### src/rtl/mips_regfile_pkg.sv
// Shared types and constants for the register-file write-port arbiter.
//   DATA_W / ADDR_W : default register-file geometry (8 x 32)
//   state_t         : arbiter sequencing state (init sweep vs. normal arbitration)
//   req_id_t        : identifies the two write requesters
package mips_regfile_pkg;
  localparam int DATA_W = 32;
  localparam int ADDR_W = 3;

  typedef enum logic {ST_INIT, ST_RUN} state_t;
  typedef enum logic {REQ_A, REQ_B} req_id_t;
endpackage

### src/rtl/rr_arbiter_2.sv
// Combinational two-way round-robin arbiter.
//   i_elig_a/i_elig_b : requester is eligible this cycle
//   i_rr_last         : requester that won the most recent tie
//   o_grant_a/b       : one-hot (or zero) grant
module rr_arbiter_2
  import mips_regfile_pkg::*;
(
  input  logic    i_elig_a,
  input  logic    i_elig_b,
  input  req_id_t i_rr_last,
  output logic    o_grant_a,
  output logic    o_grant_b
);
  // On a tie the requester that did not win last time goes first.
  always_comb begin
    o_grant_a = i_elig_a && (!i_elig_b || (i_rr_last == REQ_B));
    o_grant_b = i_elig_b && (!i_elig_a || (i_rr_last == REQ_A));
  end
endmodule

### src/rtl/mips_regfile_write_arbiter.sv
// Owns the single write port of the MIPS register file. After reset it
// optionally sweeps registers 1..NUM_REGS-1 to zero, then shares the port
// between requester A (writeback) and requester B (load/debug) round-robin.
// All outputs are registered at posedge; the register file commits on the
// following negedge.
//   i_clk, i_rst_n                 : clock, async active-low reset
//   i_req_x, i_addr_x, i_data_x    : requester x write request (held until ack)
//   o_ack_x                        : one-cycle ack, write issued this cycle
//   o_write_reg/o_write_data       : register file write address / data
//   o_signal_reg_write             : register file write enable
//   o_init_busy                    : init sweep in progress
module mips_regfile_write_arbiter
  import mips_regfile_pkg::*;
#(
  parameter int DATA_W     = mips_regfile_pkg::DATA_W,
  parameter int ADDR_W     = mips_regfile_pkg::ADDR_W,
  parameter int NUM_REGS   = 2 ** ADDR_W,
  parameter bit INIT_CLEAR = 1'b1
) (
  input  logic              i_clk,
  input  logic              i_rst_n,
  input  logic              i_req_a,
  input  logic [ADDR_W-1:0] i_addr_a,
  input  logic [DATA_W-1:0] i_data_a,
  output logic              o_ack_a,
  input  logic              i_req_b,
  input  logic [ADDR_W-1:0] i_addr_b,
  input  logic [DATA_W-1:0] i_data_b,
  output logic              o_ack_b,
  output logic [ADDR_W-1:0] o_write_reg,
  output logic [DATA_W-1:0] o_write_data,
  output logic              o_signal_reg_write,
  output logic              o_init_busy
);
  localparam state_t            ST_RESET = INIT_CLEAR ? ST_INIT : ST_RUN;
  localparam logic [ADDR_W-1:0] CNT_LAST = ADDR_W'(NUM_REGS - 1);

  state_t              r_state, w_state_nxt;
  req_id_t             r_rr_last, w_rr_last_nxt;
  logic [ADDR_W-1:0]   r_cnt, w_cnt_nxt;
  logic [ADDR_W-1:0]   r_write_reg, w_write_reg_nxt;
  logic [DATA_W-1:0]   r_write_data, w_write_data_nxt;
  logic                r_we, w_we_nxt;
  logic                r_ack_a, w_ack_a_nxt;
  logic                r_ack_b, w_ack_b_nxt;
  logic                r_init_busy, w_init_busy_nxt;

  logic w_elig_a, w_elig_b, w_grant_a, w_grant_b;

  // A requester just acked is still holding req at this edge; masking with
  // the current ack keeps it from being served twice for one request.
  assign w_elig_a = i_req_a & ~r_ack_a;
  assign w_elig_b = i_req_b & ~r_ack_b;

  rr_arbiter_2 u_rr (
    .i_elig_a  (w_elig_a),
    .i_elig_b  (w_elig_b),
    .i_rr_last (r_rr_last),
    .o_grant_a (w_grant_a),
    .o_grant_b (w_grant_b)
  );

  always_ff @(posedge i_clk or negedge i_rst_n) begin
    if (!i_rst_n) begin
      r_state      <= ST_RESET;
      r_rr_last    <= REQ_B;
      r_cnt        <= ADDR_W'(1);
      r_write_reg  <= '0;
      r_write_data <= '0;
      r_we         <= 1'b0;
      r_ack_a      <= 1'b0;
      r_ack_b      <= 1'b0;
      r_init_busy  <= INIT_CLEAR;
    end else begin
      r_state      <= w_state_nxt;
      r_rr_last    <= w_rr_last_nxt;
      r_cnt        <= w_cnt_nxt;
      r_write_reg  <= w_write_reg_nxt;
      r_write_data <= w_write_data_nxt;
      r_we         <= w_we_nxt;
      r_ack_a      <= w_ack_a_nxt;
      r_ack_b      <= w_ack_b_nxt;
      r_init_busy  <= w_init_busy_nxt;
    end
  end

  always_comb begin
    w_state_nxt      = r_state;
    w_rr_last_nxt    = r_rr_last;
    w_cnt_nxt        = r_cnt;
    w_write_reg_nxt  = r_write_reg;
    w_write_data_nxt = r_write_data;
    w_we_nxt         = 1'b0;
    w_ack_a_nxt      = 1'b0;
    w_ack_b_nxt      = 1'b0;
    // Busy follows the state one edge late, so it covers the last init write.
    w_init_busy_nxt  = (r_state == ST_INIT);

    case (r_state)
      ST_INIT: begin
        w_write_reg_nxt  = r_cnt;
        w_write_data_nxt = '0;
        w_we_nxt         = 1'b1;
        w_cnt_nxt        = r_cnt + 1'b1;
        if (r_cnt == CNT_LAST) w_state_nxt = ST_RUN;
      end
      ST_RUN: begin
        if (w_grant_a) begin
          w_write_reg_nxt  = i_addr_a;
          w_write_data_nxt = i_data_a;
          w_we_nxt         = (i_addr_a != '0);
          w_ack_a_nxt      = 1'b1;
        end else if (w_grant_b) begin
          w_write_reg_nxt  = i_addr_b;
          w_write_data_nxt = i_data_b;
          w_we_nxt         = (i_addr_b != '0);
          w_ack_b_nxt      = 1'b1;
        end
        // Priority only moves on a real tie.
        if (w_elig_a && w_elig_b) w_rr_last_nxt = w_grant_a ? REQ_A : REQ_B;
      end
      default: w_state_nxt = ST_RUN;
    endcase
  end

  assign o_ack_a            = r_ack_a;
  assign o_ack_b            = r_ack_b;
  assign o_write_reg        = r_write_reg;
  assign o_write_data       = r_write_data;
  assign o_signal_reg_write = r_we;
  assign o_init_busy        = r_init_busy;
endmodule

### config.mk
export PLATFORM = sky130hd
export DESIGN_NAME = mips_regfile_write_arbiter
export DESIGN_NICKNAME = d
export VERILOG_FILES = /design/src/rtl/mips_regfile_pkg.sv /design/src/rtl/rr_arbiter_2.sv /design/src/rtl/mips_regfile_write_arbiter.sv
export SDC_FILE = /design/constraint.sdc
export NUM_CORES = 1
export LEC_CHECK = 0
export ABC_CLOCK_PERIOD_IN_PS = 5500
export CAP_MARGIN = 30
export CORE_MARGIN = 5
export CORE_UTILIZATION = 45
export DETAILED_ROUTE_END_ITERATION = 7
export PLACE_DENSITY = 0.9
export SYNTH_ARGS = -nofsm -noshare
export SYNTH_HDL_FRONTEND = slang
export SYNTH_HIERARCHICAL = 1
export SYNTH_SLANG_ARGS = --single-unit
export TNS_END_PERCENT = 50
### constraint.sdc
create_clock -name i_clk -period 5.5 [get_ports i_clk]
set_clock_uncertainty 0.2 [all_clocks]
set_input_delay 0.55 -clock i_clk [delete_from_list [all_inputs] [get_ports i_clk]]
set_output_delay 0.55 -clock i_clk [all_outputs]
set_load 0.02 [all_outputs]
# Word level (Yosys, flattened, before mapping)
# Cells that the tools add are included.
# word_totals
register_bits	44
in_bits	74
output_inout_bits	39
elab_cells	45
# op_classes
add_sub_neg	1
eq_ne	2
muxes	17
n_bitwise	6
n_reduce_logical	10
# op_table
operator	n
two-way mux 32 bit	2
case mux 32 bit (2 select lines)	1
two-way mux 1 bit	10
two-way mux 3 bit	2
case mux 3 bit (2 select lines)	1
nonzero test 3 bit	2
NOT 1 bit	4
adder 3 x 1 -> 3 bit (second input constant)	1
equality test 3 bit (second input constant)	1
logical AND 1 bit	3
!= test 3 x 1 -> 1 bit (second input constant)	1
AND 1 bit	2
zero test 1 bit	2
logical OR 1 bit	2
case mux 1 bit (2 select lines)	1
AND reduction 2 bit	1

# Longest topological paths before layout
# Gate-level depths: netlist of the first run.
# depth
ltp_word	8
ltp_mapped	7
ltp_nobuf	5

# Cells and area by module
# The synthesis of the first run kept the hierarchy.
# modules_own_cells
module	n_inst	cells_per_inst	area_per_inst_um2	seq_area_each_um2
mips_regfile_write_arbiter	1	222	2419.8	1104.8
rr_arbiter_2	1	3	18.8	0.0

# Least setup slack after synthesis of the first run
# OpenSTA, ideal clock, no wires.
# synth_timing
kind	input to register
startpoint	in i_req_b
endpoint	reg r_write_data[0], in the netlist o_write_data[0]
setup_ns	0.128
arrival_ns	1.676
required_ns	5.172
setup_slack_ns	3.496
stages	7
path_buffers	2
cell_sequence	nor2b_1 > a21boi_0 > buf_6 > buf_12 > mux2_4 > nand2_1 > a21oi_2
# synth_between
elab_cells_between_ends	8
classes_between	1 x eq/ne; 2 x mux; 1 x bitwise; 4 x reduce/logical
# synth_lines
element	line_no	rtl
from (decl)	mips_regfile_write_arbiter.sv:26	input logic i_req_b,
AND 1 bit	mips_regfile_write_arbiter.sv:53	assign w_elig_b = i_req_b & ~r_ack_b;
logical AND 1 bit	rr_arbiter_2.sv:17	o_grant_b = i_elig_b && (!i_elig_a || (i_rr_last == REQ_A));
net w_grant_b	mips_regfile_write_arbiter.sv:48	logic w_elig_a, w_elig_b, w_grant_a, w_grant_b;
!= test 3 x 1 -> 1 bit (no line)	n/a	
to (signal assigned)	mips_regfile_write_arbiter.sv:79	r_write_data <= w_write_data_nxt;
to (decl)	mips_regfile_write_arbiter.sv:42	logic [DATA_W-1:0] r_write_data, w_write_data_nxt;
# The timed path passes the listed nets, and every way through them passes these cells.
# A chain may end at the register's enable or synchronous reset.

# Final worst setup path of the first run
# layout_timing
startpoint	in i_req_b
endpoint	reg r_write_data[7], in the netlist o_write_data[7]
# layout_between
elab_cells_between_ends	8
classes_between	1 x eq/ne; 2 x mux; 1 x bitwise; 4 x reduce/logical
# layout_lines
element	line_no
AND 1 bit	mips_regfile_write_arbiter.sv:53
net w_elig_b	mips_regfile_write_arbiter.sv:48
logical AND 1 bit	rr_arbiter_2.sv:17
net w_grant_b	mips_regfile_write_arbiter.sv:48
!= test 3 x 1 -> 1 bit (no line)	n/a
# The timed path passes the listed nets, and every way through them passes these cells.

==> reports/metrics.cfg, run 1 <==
[critical_path]
criticalPathCategory=in -> reg
r2r_slack_ns=2.77
reg2reg_depth=6
arrival_ns=2.98
required_ns=5.43
path_max_fanout=19
worst_setup_path_end_kind=flop
reg2reg_from=o_ack_b$_DFF_PN0_
crit_path_start_kind=input port
reg2reg_to=o_write_data[7]$_DFFE_PN0P_

[synthesis]
syn_nets=301
yosys_warnings=6
synthAdderAreaFrac_pct=1.026
syn_area_per_cell_um2=10.84
yosysTopAreaCell=dfrtp_1
synth_top_family_by_area=multiplexers
synth_compound_area_share_pct=12.57
synthSimpleGateAreaFrac_pct=13.60
syn-cell-area_mm2=0.002439
postSynthCellCount=225
synthXorXnorAreaFrac_pct=0.3592
ys_ff_latch=44
synth.mux.area_fraction_pct=20.63
synth_top_area_share_pct=42.07
synth_cell_types=31
yosysSeqAreaShare_pct=45.31
ys_top_cells_by_area=dfrtp_1, mux2_4, nand2_1

[route]
drtAntennaViolNets=0
route.detailed.wl_per_inst_um=16.09
vias=1997
drc_errors=0
drtPass1Iterations=4
viasPerCell=4.931
wirelength_um=6515
drtIter0Drc=45

[finish]
post_layout_nonfiller_instances=405
syn2layout_area_growth_pct=51.15
largest_register_ffs=32
final_nets=410
antenna_cells=0
drive_above_1_share_pct=22.09

[outcome]
status=finished, final reports clean

[sta]
setup_tns_ns=0
max_freq_ghz=0.3277
finalCritPeriodShare_pct=55.48
setup_viol=0
rsz0062_at_grt=false
post-route-min-period_ns=3.051
slew_viol_final=0
worst_pin_slew_ns=0.8244
finalHoldViolCount=0
slew_headroom_pct=44.96

[floorplan]
placementRows=26
ios=113
die-area_mm2=0.006991
dieWidth_um=83.62
die_h_um=83.62
initial_utilization_pct=47.15
fp.coreArea_mm2=0.005172

[cts]
clkTransAtPathRegs_ns=0.08
cts_tree=built
clk_latency_ns=0.28
clock-sinks=44
htreeDepth=2
ctsResizeCount=0
clk_path_buf_depth=2
numCtsBuffers=5
cts_root_buf=clkbuf_8
cts_setup_buffers=0

[global_route]
grt_pass1_vias=2166
grt_max_degree=45
grt-ovfl-total=0
grt_pass1_wl_um=10580
grtUsageTotal_pct=18.42
antenna_found_initial=0

[flow_run]
drv_cap=0

[hold_path]
hold_class=reg -> reg
hold_start=r_cnt[0]$_DFFE_PN1N_
hold_path_end=r_cnt[0]$_DFFE_PN1N_
min_path_cells=1

[power]
peakVddDrop_mv=0.2534
p_per_area_mw_per_mm2=396.0
leakage_nw=1.591

[placement]
routabilityCongestion=0.8267
port_buffers=112
dpl.hpwl_um=4695
placed_cells=395

-- how the worst max path moves through the flow --
stage | end | startpoint | depth (start not counted) | slack, ns
after global placement | o_write_data[7]$_DFFE_PN0P_ | i_req_b | 7 | 2.20
final | o_write_data[7]$_DFFE_PN0P_ | i_req_b | 7 | 2.45
after global routing | o_write_data[7]$_DFFE_PN0P_ | i_req_b | 7 | 2.31
after detailed placement | o_write_data[7]$_DFFE_PN0P_ | i_req_b | 7 | 2.15
after floorplan | o_write_data[0]$_DFFE_PN0P_ | i_req_b | 7 | 3.50
after CTS | o_write_data[7]$_DFFE_PN0P_ | i_req_b | 7 | 2.47
-- cells in the mapped netlist, drive strengths merged --
master and count:
nand2 69, dfrtp 41, mux2 35, a21oi 33, buf 15, inv 4, dfstp 3, nor2 3
nor2b 3, a21boi 2, a31oi 2, ha 2, nor3 2, o21ai 2, o311ai 2, and2 1
nand2b 1, nand3 1, o31ai 1, or2 1, or3b 1, xnor2 1
-- worst max-delay path: stages --
cell             delay [ns]
clkdlybuf4s50_1        0.44
nor2b_1                0.32
a21boi_4               0.70
buf_4                  0.46
mux2_2                 0.38
nand2_1                0.06
a21oi_1                0.06
-- cell usage in the layout (no fill, tap or decap), types with 2 or more instances in the layout --
master,n
nand2_1,69
mux2_4,29
dfstp_2,3
a21oi_2,19
clkdlybuf4s50_1,111
ha_1,2
a31oi_1,2
o21ai_0,2
nor2_1,3
buf_4,2
a21oi_1,14
inv_1,2
clkbuf_8,6
a21boi_4,2
clkbuf_1,2
dfrtp_1,41
nor3_1,2
mux2_2,6
nor2b_1,3
-- what timing repair did --
item,in CTS,in global routing
endpoints found under the hold margin,0,2
setup endpoints to repair,0,0
hold buffers,0,1
-- cell families (layout without fill, tap and decap cells) --
kind of cell	Yosys count	in the layout
DFF	44	44
and+or+nand+nor	82	82
AOI/OAI and AO/OA	42	42
adders and majority gates	2	2
buffers and inverters	19	129
xor gates and xnor gates	1	1
muxes	35	35
-- stage by stage --
| stage | power (mW) | hold WS, ns | util (%) | instance area (um^2) | setup slack [ns] |
|---|---|---|---|---|---|
| after global routing | 1.543 | 0.3138 | 71.26 | 3686 | 2.315 |
| after CTS | 1.471 | 0.2594 | 70.68 | 3656 | 2.466 |
| final | 1.460 | 0.3082 | 71.26 | 3686 | 2.449 |
| after detailed placement | 1.260 | 0.2968 | 68.94 | 3566 | 2.154 |
| after floorplan | 0.9508 | 0.05441 | - | 2439 | 3.496 |
| after global placement | 1.229 | 0.2907 | 68.41 | 3538 | 2.201 |
-- area by class of cell --
cell class	instances	area (um^2)
Fill cell	385	1486
Multi-Input combinational cell	162	1197
Timing Repair Buffer	117	1189
Sequential cell	44	1105
Clock buffer	8	90.09
Tap cell	70	87.58
Inverter	4	17.52
-- report_power, final --
group	total, mW	switching (mW)	internal [mW]
registers	0.488	0.0620	0.426
clock network	0.205	0.102	0.103
logic	0.767	0.345	0.422
-- metal layers --
layer / vias up / wire [um] / GRT usage, %
met5: - / 0 / 0
met2: 76 / 3308 / 33.41
met1: 947 / 2793 / 22.23
li1: 968 / - / -
met3: 6 / 349 / 4.344
met4: 0 / 63 / 3.509
Note: power is estimated with default switching activity, not from simulation.
==> run 2, diff against run 1 <==
--- a/config.mk
+++ b/config.mk
@@ -5,12 +5,12 @@
 export SDC_FILE = /design/constraint.sdc
 export NUM_CORES = 1
 export LEC_CHECK = 0
-export ABC_CLOCK_PERIOD_IN_PS = 5500
+export ABC_CLOCK_PERIOD_IN_PS = 2500
 export CAP_MARGIN = 30
 export CORE_MARGIN = 5
-export CORE_UTILIZATION = 45
+export CORE_UTILIZATION = 37
 export DETAILED_ROUTE_END_ITERATION = 7
-export PLACE_DENSITY = 0.9
+export PLACE_DENSITY = 0.8
 export SYNTH_ARGS = -nofsm -noshare
 export SYNTH_HDL_FRONTEND = slang
 export SYNTH_HIERARCHICAL = 1
==> constraint.sdc (replaced) <==
create_clock -name i_clk -period 2.5 [get_ports i_clk]
set_clock_uncertainty 0.2 [all_clocks]
set_input_delay 0.25 -clock i_clk [delete_from_list [all_inputs] [get_ports i_clk]]
set_output_delay 0.25 -clock i_clk [all_outputs]
set_load 0.02 [all_outputs]
==> run 2 against run 1 <==
Die area up 19%; final area up 1.3%; critical path type unchanged; wire length down 0.49%; setup slack worse by 1.9 ns; hold slack worse by 0.069 ns; cell count up 3.2%; flip-flop and latch count unchanged; highest routed layer unchanged; via count up 1.2%; power up 120%; register-to-register slack worse by 2.2 ns.
==> reports/metrics.cfg, run 2 (synthesis results as in run 1) <==
[floorplan]
ios=113  ; unchanged
initial_utilization_pct=38.19  ; was 47.15%
die-area_mm2=0.008315  ; was 0.006991 mm^2
dieWidth_um=91.19  ; was 83.62 um
fp.coreArea_mm2=0.006386  ; was 0.005172 mm^2
placementRows=29  ; was 26
die_h_um=91.19  ; was 83.62 um

[cts]
cts_setup_buffers=0  ; unchanged
cts_root_buf=clkbuf_8  ; unchanged
clock-sinks=44  ; unchanged
clk_path_buf_depth=2  ; unchanged
clkTransAtPathRegs_ns=0.08  ; about the same
clk_latency_ns=0.29  ; was 0.28 ns
numCtsBuffers=5  ; unchanged
cts_tree=built  ; unchanged
htreeDepth=2  ; unchanged

[critical_path]
path_max_fanout=14  ; was 19
arrival_ns=1.93  ; was 2.98 ns
crit_path_top_delay_cell=clkdlybuf4s50_1  ; was a21boi_4
criticalPathCategory=in -> reg  ; unchanged
path_cells=clkdlybuf4s50_1 -> nor2b_1 -> a21boi_4 -> buf_4 -> mux2_2 -> nand2_1 -> a21oi_1  ; unchanged
required_ns=2.47  ; was 5.43 ns
worst_setup_path_end_kind=flop  ; unchanged
cpPeakStageDelay_ns=0.44  ; was 0.70 ns
crit_path_start_kind=input port  ; unchanged

[power]
pwr-share-seq_pct=33.1  ; was 33.5%
p_per_area_mw_per_mm2=860.5  ; was 396.0 mW/mm^2
pwr-share-clk_pct=14.1  ; was 14.0%
power_frac_comb_pct=52.8  ; was 52.5%
p_switching_mw=1.118  ; was 508.9 uW
p_int_mw=2.096  ; was 950.6 uW
leakage_nw=1.621  ; was 1.591 nW
p_sw_share_pct=34.78  ; was 34.87%
peakVddDrop_mv=0.5257  ; was 0.2534 mV

[sta]
setup_tns_ns=0  ; unchanged
slew_viol_final=0  ; unchanged
rsz0062_at_grt=false  ; unchanged
whs_ns=0.2392  ; was 0.3082 ns
max_freq_ghz=0.5092
worst_pin_slew_ns=0.4658  ; was 0.8244 ns
finalHoldViolCount=0  ; unchanged
post-route-min-period_ns=1.964
setup_viol=0  ; unchanged
finalCritPeriodShare_pct=78.56
slew_headroom_pct=68.95  ; was 44.96%

[finish]
final_cell_mix=clkdlybuf4s50_1, nand2_1, dfrtp_1  ; unchanged
final_nets=416  ; was 410
final_area_mm2=0.003735  ; was 0.003686 mm^2
antenna_cells=0  ; unchanged
drive_above_1_share_pct=24.05  ; was 22.09%
final_common_cell=clkdlybuf4s50_1  ; unchanged
syn2layout_area_growth_pct=53.16  ; was 51.15%
largest_register_ffs=32  ; unchanged

[global_route]
grt_pass1_wl_um=10360  ; was 10580 um
grt_max_degree=27  ; was 45
grt-ovfl-total=0  ; unchanged
antenna_found_initial=0  ; unchanged
grt_pass1_vias=2178  ; was 2166
grtUsageTotal_pct=15.23  ; was 18.42%

[placement]
port_buffers=112  ; unchanged
placed_area_mm2=0.003632  ; was 0.003566 mm^2
routabilityCongestion=0.7750  ; was 0.8267
dpl.hpwl_um=4978  ; was 4695 um

[outcome]
status=finished, final reports clean  ; unchanged

[route]
drc_errors=0  ; unchanged
drtIter0Drc=47  ; was 45
vias=2020  ; was 1997
drtAntennaViolNets=0  ; unchanged
viasPerCell=4.833  ; was 4.931
drtPass1Iterations=4  ; unchanged
wirelength_um=6483  ; was 6515 um
route.detailed.wl_per_inst_um=15.51  ; was 16.09 um

[hold_path]
hold_class=in -> async  ; was reg -> reg

[flow_run]
drv_cap=0  ; unchanged

==> run 2: layer usage <==
| layer | routed length [um] | part of all wire [%] | GRT usage, % | vias up |
|---|---|---|---|---|
| met4 | 62 | 0.96 | 3.423 | 0 |
| met3 | 400 | 6.2 | 4.215 | 8 |
| met2 | 3091 | 48 | 25.96 | 72 |
| li1 | - | - | - | 980 |
| met1 | 2928 | 45 | 19.21 | 960 |
| met5 | 0 | 0 | 0 | - |
==> run 2: power by group through the flow <==
stage,logic [mW],registers (mW),clock network (mW)
after floorplan,0.764,1.33,0
after global placement,1.67,1.07,0
after detailed placement,1.71,1.07,0
after CTS,1.72,1.06,0.473
after global routing,1.80,1.09,0.504
final,1.70,1.06,0.454
==> run 2: stage by stage <==
step / worst slack, ns / utilization [%] / power [mW] / instances
floorplan: 0.5923 / - / 2.092 / 225
global placement: 0.2648 / 56.56 / 2.742 / 408
detailed placement: 0.2110 / 56.88 / 2.782 / 409
CTS: 0.5316 / 58.48 / 3.254 / 418
global route: 0.4084 / 58.48 / 3.400 / 418
finish: 0.5360 / 58.48 / 3.214 / 418
==> run 2: worst paths after layout <==
check	start	end	slack (ns)	cells past startpoint
min reg2reg	r_cnt[0]$_DFFE_PN1N_	r_cnt[0]$_DFFE_PN1N_	0.31	1
max	i_req_b	o_write_data[6]$_DFFE_PN0P_	0.54	7
min in group i_clk	i_data_a[18]	o_write_data[18]$_DFFE_PN0P_	0.30	3
max in group asynchronous	i_rst_n	r_rr_last$_DFFE_PN1P_	1.18	4
min	i_rst_n	o_write_data[7]$_DFFE_PN0P_	0.24	2
max reg2reg	o_ack_b$_DFF_PN0_	o_write_data[6]$_DFFE_PN0P_	0.56	6
==> run 2: repair_timing <==
action,CTS,global route
gates resized for setup,0,0
hold endpoints to repair,18,0
hold buffers,1,0
==> run 2: final cells by class <==
class                      instances  area [um^2]
sequential                        44         1105
timing repair buffer             123         1226
multi-input combinational        162         1197
fill                             551         2651
tap                               77        96.34
clock inverter                     2        10.01
clock buffer                       6        82.58
inverter                           4        17.52
==> run 2: worst max-delay path, delay by kind of cell <==
family | cells | cell delay (ns)
AOI/OAI and AO/OA | 2 | 0.30
buffers and inverters | 2 | 0.75
and+or+nand+nor | 2 | 0.25
muxes | 1 | 0.37
